==> config.mk <==
export PLATFORM = sky130hd
export DESIGN_NAME = approx_mul_arbiter
export DESIGN_NICKNAME = d
export VERILOG_FILES = /design/src/rtl/approx_mul_pkg.sv /design/src/rtl/approx_mul8_core.sv /design/src/rtl/approx_mul_arbiter.sv
export SDC_FILE = /design/constraint.sdc
export NUM_CORES = 1
export LEC_CHECK = 0
export ABC_AREA = 1
export CAP_MARGIN = 40
export CELL_PAD_IN_SITES_DETAIL_PLACEMENT = 0
export CELL_PAD_IN_SITES_GLOBAL_PLACEMENT = 1
export CORE_ASPECT_RATIO = 1.1
export CORE_UTILIZATION = 35
export CTS_CLUSTER_SIZE = 24
export DETAILED_ROUTE_END_ITERATION = 12
export GPL_TIMING_DRIVEN = 1
export PLACE_DENSITY = 0.65
export SLEW_MARGIN = 20
export SYNTH_ARGS = -nofsm -noshare
export SYNTH_HDL_FRONTEND = slang
export SYNTH_HIERARCHICAL = 1
export SYNTH_SLANG_ARGS = --single-unit
==> constraint.sdc <==
create_clock -name clk -period 13.45 [get_ports clk]
set_input_delay 2.69 -clock clk [delete_from_list [all_inputs] [get_ports clk]]
set_output_delay 2.69 -clock clk [all_outputs]
set_load 0.02 [all_outputs]
==> src/rtl/approx_mul_pkg.sv <==
// Shared widths and entry types for the shared approximate/exact multiplier block.
// Imported by the multiplier core and the arbiter top level.
package approx_mul_pkg;

    localparam int MUL_W  = 8;
    localparam int PROD_W = 16;
    // Wide enough for the largest supported requester count (8).
    localparam int ID_W   = 3;
    // Partial-product columns below this weight are discarded by the approximate core.
    localparam int APPROX_DROP_COLS = 4;

    typedef struct packed {
        logic [ID_W-1:0] id;
        logic            exact;
    } mul_tag_t;

    typedef struct packed {
        logic [PROD_W-1:0] z;
        mul_tag_t          tag;
    } mul_entry_t;

endpackage

==> src/rtl/approx_mul8_core.sv <==
// Combinational 8x8 unsigned truncated multiplier: partial-product bits whose
// column weight is below APPROX_DROP_COLS are discarded, everything else is summed.
module approx_mul8_core
    import approx_mul_pkg::*;
(
    input  logic [MUL_W-1:0]  x,
    input  logic [MUL_W-1:0]  y,
    output logic [PROD_W-1:0] z
);

    localparam logic [PROD_W-1:0] KEEP_MASK = ~PROD_W'((1 << APPROX_DROP_COLS) - 1);

    logic [PROD_W-1:0] acc;

    always_comb begin
        acc = '0;
        for (int j = 0; j < MUL_W; j++) begin
            if (y[j]) begin
                acc = acc + ((PROD_W'(x) << j) & KEEP_MASK);
            end
        end
    end

    assign z = acc;

endmodule

==> src/rtl/approx_mul_arbiter.sv <==
// Round-robin arbiter sharing one 8x8 multiplier among N_REQ requesters, with a
// fixed-latency product pipeline and a credit-guarded result FIFO.
module approx_mul_arbiter
    import approx_mul_pkg::*;
#(
    parameter int N_REQ      = 4,
    parameter int LAT        = 2,
    parameter int FIFO_DEPTH = 4
) (
    input  logic                      clk,
    input  logic                      rst_n,
    input  logic [N_REQ-1:0]          req_valid,
    output logic [N_REQ-1:0]          req_ready,
    input  logic [N_REQ*MUL_W-1:0]    req_x,
    input  logic [N_REQ*MUL_W-1:0]    req_y,
    input  logic [N_REQ-1:0]          req_exact,
    output logic                      rsp_valid,
    input  logic                      rsp_ready,
    output logic [PROD_W-1:0]         rsp_z,
    output logic [$clog2(N_REQ)-1:0]  rsp_id,
    output logic                      rsp_exact,
    output logic                      busy
);

    localparam int IDW = $clog2(N_REQ);
    localparam int AW  = (FIFO_DEPTH > 1) ? $clog2(FIFO_DEPTH) : 1;
    localparam int CW  = $clog2(FIFO_DEPTH) + 1;

    logic [IDW-1:0]    ptr;
    logic [IDW-1:0]    grant_id;
    logic [IDW-1:0]    cand;
    logic              grant_any;
    logic              issue_ok;
    logic              accept;
    logic              push;
    logic              pop;
    logic [CW-1:0]     credits;
    logic [CW-1:0]     count;
    logic [AW-1:0]     wr_ptr;
    logic [AW-1:0]     rd_ptr;
    logic [MUL_W-1:0]  sel_x;
    logic [MUL_W-1:0]  sel_y;
    logic              sel_exact;
    logic [PROD_W-1:0] approx_z;
    logic [PROD_W-1:0] stage0_z;
    logic [LAT-1:0]    stage_valid;
    mul_entry_t        stage_q  [LAT];
    mul_entry_t        fifo_mem [FIFO_DEPTH];
    mul_entry_t        head;

    function automatic logic [AW-1:0] ptr_inc(input logic [AW-1:0] p);
        return (p == AW'(FIFO_DEPTH - 1)) ? '0 : p + AW'(1);
    endfunction

    // Issue is also allowed at the credit limit when a FIFO slot frees this cycle.
    assign pop      = rsp_valid & rsp_ready;
    assign issue_ok = rst_n & ((credits < CW'(FIFO_DEPTH)) |
                               ((credits == CW'(FIFO_DEPTH)) & pop));

    // NOTE: every signal written here gets a default first so no path infers a latch.
    always_comb begin
        grant_any = 1'b0;
        grant_id  = '0;
        cand      = '0;
        for (int i = 0; i < N_REQ; i++) begin
            cand = IDW'((int'(ptr) + i) % N_REQ);
            if (!grant_any && req_valid[cand]) begin
                grant_any = 1'b1;
                grant_id  = cand;
            end
        end
    end

    assign accept = grant_any & issue_ok;

    always_comb begin
        req_ready = '0;
        if (accept) begin
            req_ready[grant_id] = 1'b1;
        end
    end

    always_comb begin
        sel_x     = '0;
        sel_y     = '0;
        sel_exact = 1'b0;
        for (int i = 0; i < N_REQ; i++) begin
            if (grant_id == IDW'(i)) begin
                sel_x     = req_x[i*MUL_W +: MUL_W];
                sel_y     = req_y[i*MUL_W +: MUL_W];
                sel_exact = req_exact[i];
            end
        end
    end

    // NOTE: sequential state uses <= so every register samples pre-edge values.
    always_ff @(posedge clk or negedge rst_n) begin
        if (!rst_n) begin
            ptr <= '0;
        end else if (accept) begin
            ptr <= (grant_id == IDW'(N_REQ - 1)) ? '0 : grant_id + IDW'(1);
        end
    end

    approx_mul8_core u_core (
        .x (sel_x),
        .y (sel_y),
        .z (approx_z)
    );

    assign stage0_z = sel_exact ? (PROD_W'(sel_x) * PROD_W'(sel_y)) : approx_z;

    always_ff @(posedge clk or negedge rst_n) begin
        if (!rst_n) begin
            stage_valid <= '0;
        end else begin
            stage_valid[0] <= accept;
            for (int i = 1; i < LAT; i++) begin
                stage_valid[i] <= stage_valid[i-1];
            end
        end
    end

    // NOTE: pipeline data carries no reset; the stage valid bits qualify it.
    always_ff @(posedge clk) begin
        if (accept) begin
            stage_q[0].z         <= stage0_z;
            stage_q[0].tag.id    <= ID_W'(grant_id);
            stage_q[0].tag.exact <= sel_exact;
        end
        for (int i = 1; i < LAT; i++) begin
            stage_q[i] <= stage_q[i-1];
        end
    end

    assign push = stage_valid[LAT-1];

    // Storage is cleared on reset because the head entry drives rsp_* directly.
    always_ff @(posedge clk or negedge rst_n) begin
        if (!rst_n) begin
            wr_ptr <= '0;
            rd_ptr <= '0;
            count  <= '0;
            for (int i = 0; i < FIFO_DEPTH; i++) begin
                fifo_mem[i] <= '0;
            end
        end else begin
            if (push) begin
                fifo_mem[wr_ptr] <= stage_q[LAT-1];
                wr_ptr           <= ptr_inc(wr_ptr);
            end
            if (pop) begin
                rd_ptr <= ptr_inc(rd_ptr);
            end
            case ({push, pop})
                2'b10:   count <= count + CW'(1);
                2'b01:   count <= count - CW'(1);
                default: count <= count;
            endcase
        end
    end

    always_ff @(posedge clk or negedge rst_n) begin
        if (!rst_n) begin
            credits <= '0;
        end else begin
            case ({accept, pop})
                2'b10:   credits <= credits + CW'(1);
                2'b01:   credits <= credits - CW'(1);
                default: credits <= credits;
            endcase
        end
    end

    assign head      = fifo_mem[rd_ptr];
    assign rsp_valid = (count != '0);
    assign rsp_z     = head.z;
    assign rsp_id    = IDW'(head.tag.id);
    assign rsp_exact = head.tag.exact;
    assign busy      = (|stage_valid) | rsp_valid;

endmodule

# Word-level counts from Yosys, hierarchy flattened
# Memory sizes are Yosys's and may differ from the RTL's.
# Index checks and enable logic that the tools add are counted.
totals:
  ff_bits: 94
  inputBits: 75
  memories: 1
  mem_bits_rw: 40
classes:
  n_lt_le_gt_ge: 10
  n_eq_ne: 10
  n_addsub: 17
  n_mul: 1
  bitwise_logic: 8
  n_mux: 53
  reduce_logical: 13
memory_table:
  columns: ["memory", "words", "width", "read_ports", "rd_clocked_by_memory_dff", "write_ports", "line_no", "text"]
  rows:
  - ["stage_q", 2, 20, 2, 0, 2, "approx_mul_arbiter.sv:47", "mul_entry_t stage_q [LAT];"]
ops:
  columns: ["op", "n"]
  rows:
  - ["$mux 16", 8]
  - ["$bwmux 80", 1]
  - ["$mux 8", 9]
  - ["$mux 20", 3]
  - ["$bmux 20 s2", 1]
  - ["$demux 20 s2", 1]
  - ["$add 16x10->16", 1]
  - ["$add 16x11->16", 1]
  - ["$add 16x12->16", 1]
  - ["$add 16x13->16", 1]
  - ["$add 16x14->16", 1]
  - ["$add 16x15->16", 1]
  - ["$add 16x9->16", 1]
  - ["$mul 8x8->16", 1]
  - ["$lt 2x3->1 const B", 5]
  - ["$mux 1", 15]
  - ["$mux 2", 7]
  - ["$eq 2x2->1 const B", 6]
  - ["$pmux 3 s2", 2]
  - ["$add 2x1->2 const B", 4]
  - ["$bmux 1 s2", 4]
  - ["$add 3x1->3 const B", 2]
  - ["$eq 2x1->1 const B", 3]
  - ["$ge 3x3->1 const B", 2]
  - ["17 further kinds", 31]

# Longest topological paths before layout
depth:
  depth_word: 33
  mapped_depth: 79
  ltp_nobuf: 77

# Cells and area by module
# The synthesis kept the hierarchy.
modules_own_cells:
  columns: ["module", "seq_area_each_um2", "cells_per_inst", "area_each_um2", "n_inst"]
  rows:
  - ["approx_mul_arbiter", 3203.1, 1050, 8405.6, 1]
  - ["approx_mul8_core", 0.0, 472, 2782.7, 1]

# Least setup slack after synthesis
# No wires, ideal clock.
synth_path:
  path_kind: "input to register"
  start: "input req_valid[3]"
  end: "memory stage_q[0][18] (netlist bit), data pin"
  cell_stages: 62
  t_arrival_ps: 10967
  setup_ps: 253
  required_time_ps: 13197
  path_slack_ps: 2230
  path_cell_list: "inv_1 > nand2_2 > nand3_1 > nand2_2 > nor2_4 > nand3_4 > nand3_1 > inv_1 > ha_1 > buf_6 > inv_4 > buf_8 > nand2_1 > o211ai_1 > nand2_1 > o21ai_2 > inv_1 > nand2_1 > (+26 left out) > and2_1 > ha_1 > inv_1 > o21bai_1 > or2_2 > nand2_1 > nand2_1 > and2_1 > ha_1 > nand3_1 > nand3_1 > a21oi_1 > nor2_1 > o21a_1 > o21ai_0 > a21oi_1 > nand2_1 > nand2_1"
synth_rtl:
  columns: ["item", "line_no", "text"]
  rows:
  - ["start: declaration", "approx_mul_arbiter.sv:12", "input logic [N_REQ-1:0] req_valid,"]
  - ["end: declaration", "approx_mul_arbiter.sv:47", null]

==> impl_metrics.yaml <==
yosys:
  yosys_warnings: 6
  synthFlopType: "dfrtp_1"
  synth-edff-count: 19
  synth_top_area_cell: "dfrtp_1"
  synth_top_area_frac: 0.201
  synth-async-reset-ratio: 0.703
  ys_top_cells_by_count: "nand2_1, inv_1, o21ai_0, nor2_1, ha_1"
  synth.most_common_cell: "nand2_1"
  ys_seq_area_frac: 0.286
  synth-seq-cells: 128
  syn_avg_cell_area_um2: 7.35
  netlist-cell-type-count: 53
  synth_area_leaders: "dfrtp_1, nand2_1, ha_1, fa_1, inv_1"
  synth_cells: 1522
  syn_area_um2: 11200
final_layout:
  multi_input_area_um2: 6830
  seq_area_um2: 3200
  diodes: 0
  final_nets: 1824
  area_growth_pct: 17.9
  fillers: 3284
  final_util: 0.420
  layout-drive-gt1-share: 0.0826
die:
  die-area_um2: 32700
  die_x_um: 172
  rows: 68
  coreArea_um2: 31400
  ios: 100
  fp.dieH_um: 190
  start_util: 0.356
critical_path:
  worstPathArrival_ns: 12.49
  cp_max_fo: 20
  worstSetupStartpointType: "input pin"
  cp.required_ns: 13.62
  crit_family: "adder cells"
  cpPeakStageDelay_ns: 0.48
  cp_common_cell: "nand2_1"
  critical_path_class: "input pin to register"
  cp_slowest_cell: "clkdlybuf4s50_1"
  end_kind: "register"
  cp_num_buf_inv: 10
sta:
  rsz0062_at_grt: "no"
  min_period_ns: 12.32
  slew_headroom: 0.523
  clock.fmax_mhz: 81.1
  drv_slew: 0
  setup_violations: 0
  min_period_over_period: 0.916
  hold_viol_final: 0
  max_slew.worst_pin.slew_ns: 0.714
  finalSetupTns_ns: 0
  finClkSkew_ns: 0.0124
grt:
  track_usage: 0.193
  antenna_found_initial: 0
  grt_max_degree: 56
  grt_overflow: 0
  grt_pass1_wl_um: 50200
  grt_pass1_vias: 9993
clock_network:
  cts_tree: "done"
  cts_buffer_depth: 2
  cts_buffers: 17
  hold_buffers: 0
  htree_levels: 4
  clock_sinks: 128
  cts-root-buf: "clkbuf_16"
  cts_setup_buffers: 0
  clock_latency_ns: 0.42
  path_clk_slew_ns: 0.06
drt:
  drt_iter0_drc: 447
  wl_met1_um: 13800
  drc: 0
  vias_per_cell: 4.77
  finalWirelength_um: 29500
  detail_route.wl_per_cell_um: 14.5
  wl_met2_um: 14700
  vias: 9742
  met3_length_um: 569
  ant_nets: 0
  routed.top_layer: "met4"
  drt-pass1-iter-count: 4
job:
  drv_cap: 0
min_path:
  hold_class: "register to register"
placement:
  gp_congestion: 0.817
  io_buffer_count: 99
  hpwl_um: 22700
outcome:
  status: "finished clean"
-- flip-flops by register name, summed over array words and instances, names as in the netlist --
| name | cells |
|---|---|
| wr_ptr | 2 |
| stage_q | 38 |
| stage_valid | 2 |
| credits | 3 |
| fifo_mem | 76 |
| rd_ptr | 2 |
| ptr | 2 |
| count | 3 |
-- kinds of logic after synthesis --
family,share of synthesized area
and+or+nand+nor,0.260
buffers and inverters,0.105
AOI/OAI and AO/OA,0.142
adders and majority gates,0.186
DFF,0.286
xor gates and xnor gates,0.0204
other,0.000335
-- cell usage in the layout, fill, tap and decap left out, drive strengths merged, types with 22 or more instances in the layout --
cell type and count:
nand3 98, inv 226, ha 96, fa 44
nand2 418, o21ai 156, nor2 126, dfrtp 90
a21oi 53, clkdlybuf4s50 98, buf 22
-- final timing paths --
path	from	slack, ns	endpoint	cells after the start
worst min register to register	stage_q[0][9]	0.33	stage_q[0][29]	0
min in group asynchronous	rst_n	2.19	count[0]	1
worst min-delay path	stage_q[0][9]	0.33	stage_q[0][29]	0
worst max register to register	ptr[0]	3.13	stage_q[0][18]	61
worst max-delay path	req_valid[2]	1.13	stage_q[0][18]	60
max in group asynchronous	rst_n	10.37	fifo_mem[17]	3
-- timing repair --
item	CTS	global route
gates resized for setup	0	1
hold endpoints to repair	0	0
setup endpoints to repair	0	2
-- final cells by class --
type | instances | area share
clock buffers | 20 | 0.0355
clock inverters | 12 | 0.0101
inverters | 227 | 0.0652
multi-input cells | 1115 | 0.517
flip-flops and latches | 128 | 0.243
well taps | 420 | 0.0398
repair buffers | 120 | 0.0892
-- through the flow --
stage	area [um2]	worst slack [ns]	instances	hold slack (ns)
after floorplan	11200	2.23	1525	0.323
after global placement	12500	0.768	2007	0.324
after detailed placement	12600	0.643	2010	0.327
after CTS	13200	1.05	2042	0.337
after global routing	13200	0.0201	2042	0.343
final	13200	1.13	2042	0.335
-- layer usage --
layer / track usage / vias to the layer above
met5: 0 / -
met4: 0.0470 / 0
met3: 0.0184 / 25
met2: 0.350 / 114
met1: 0.244 / 4541
li1: - / 5062
Power is left out: the tool's default activity adds up to more than one toggle a clock period on the data nets, which glitch-free logic cannot reach.
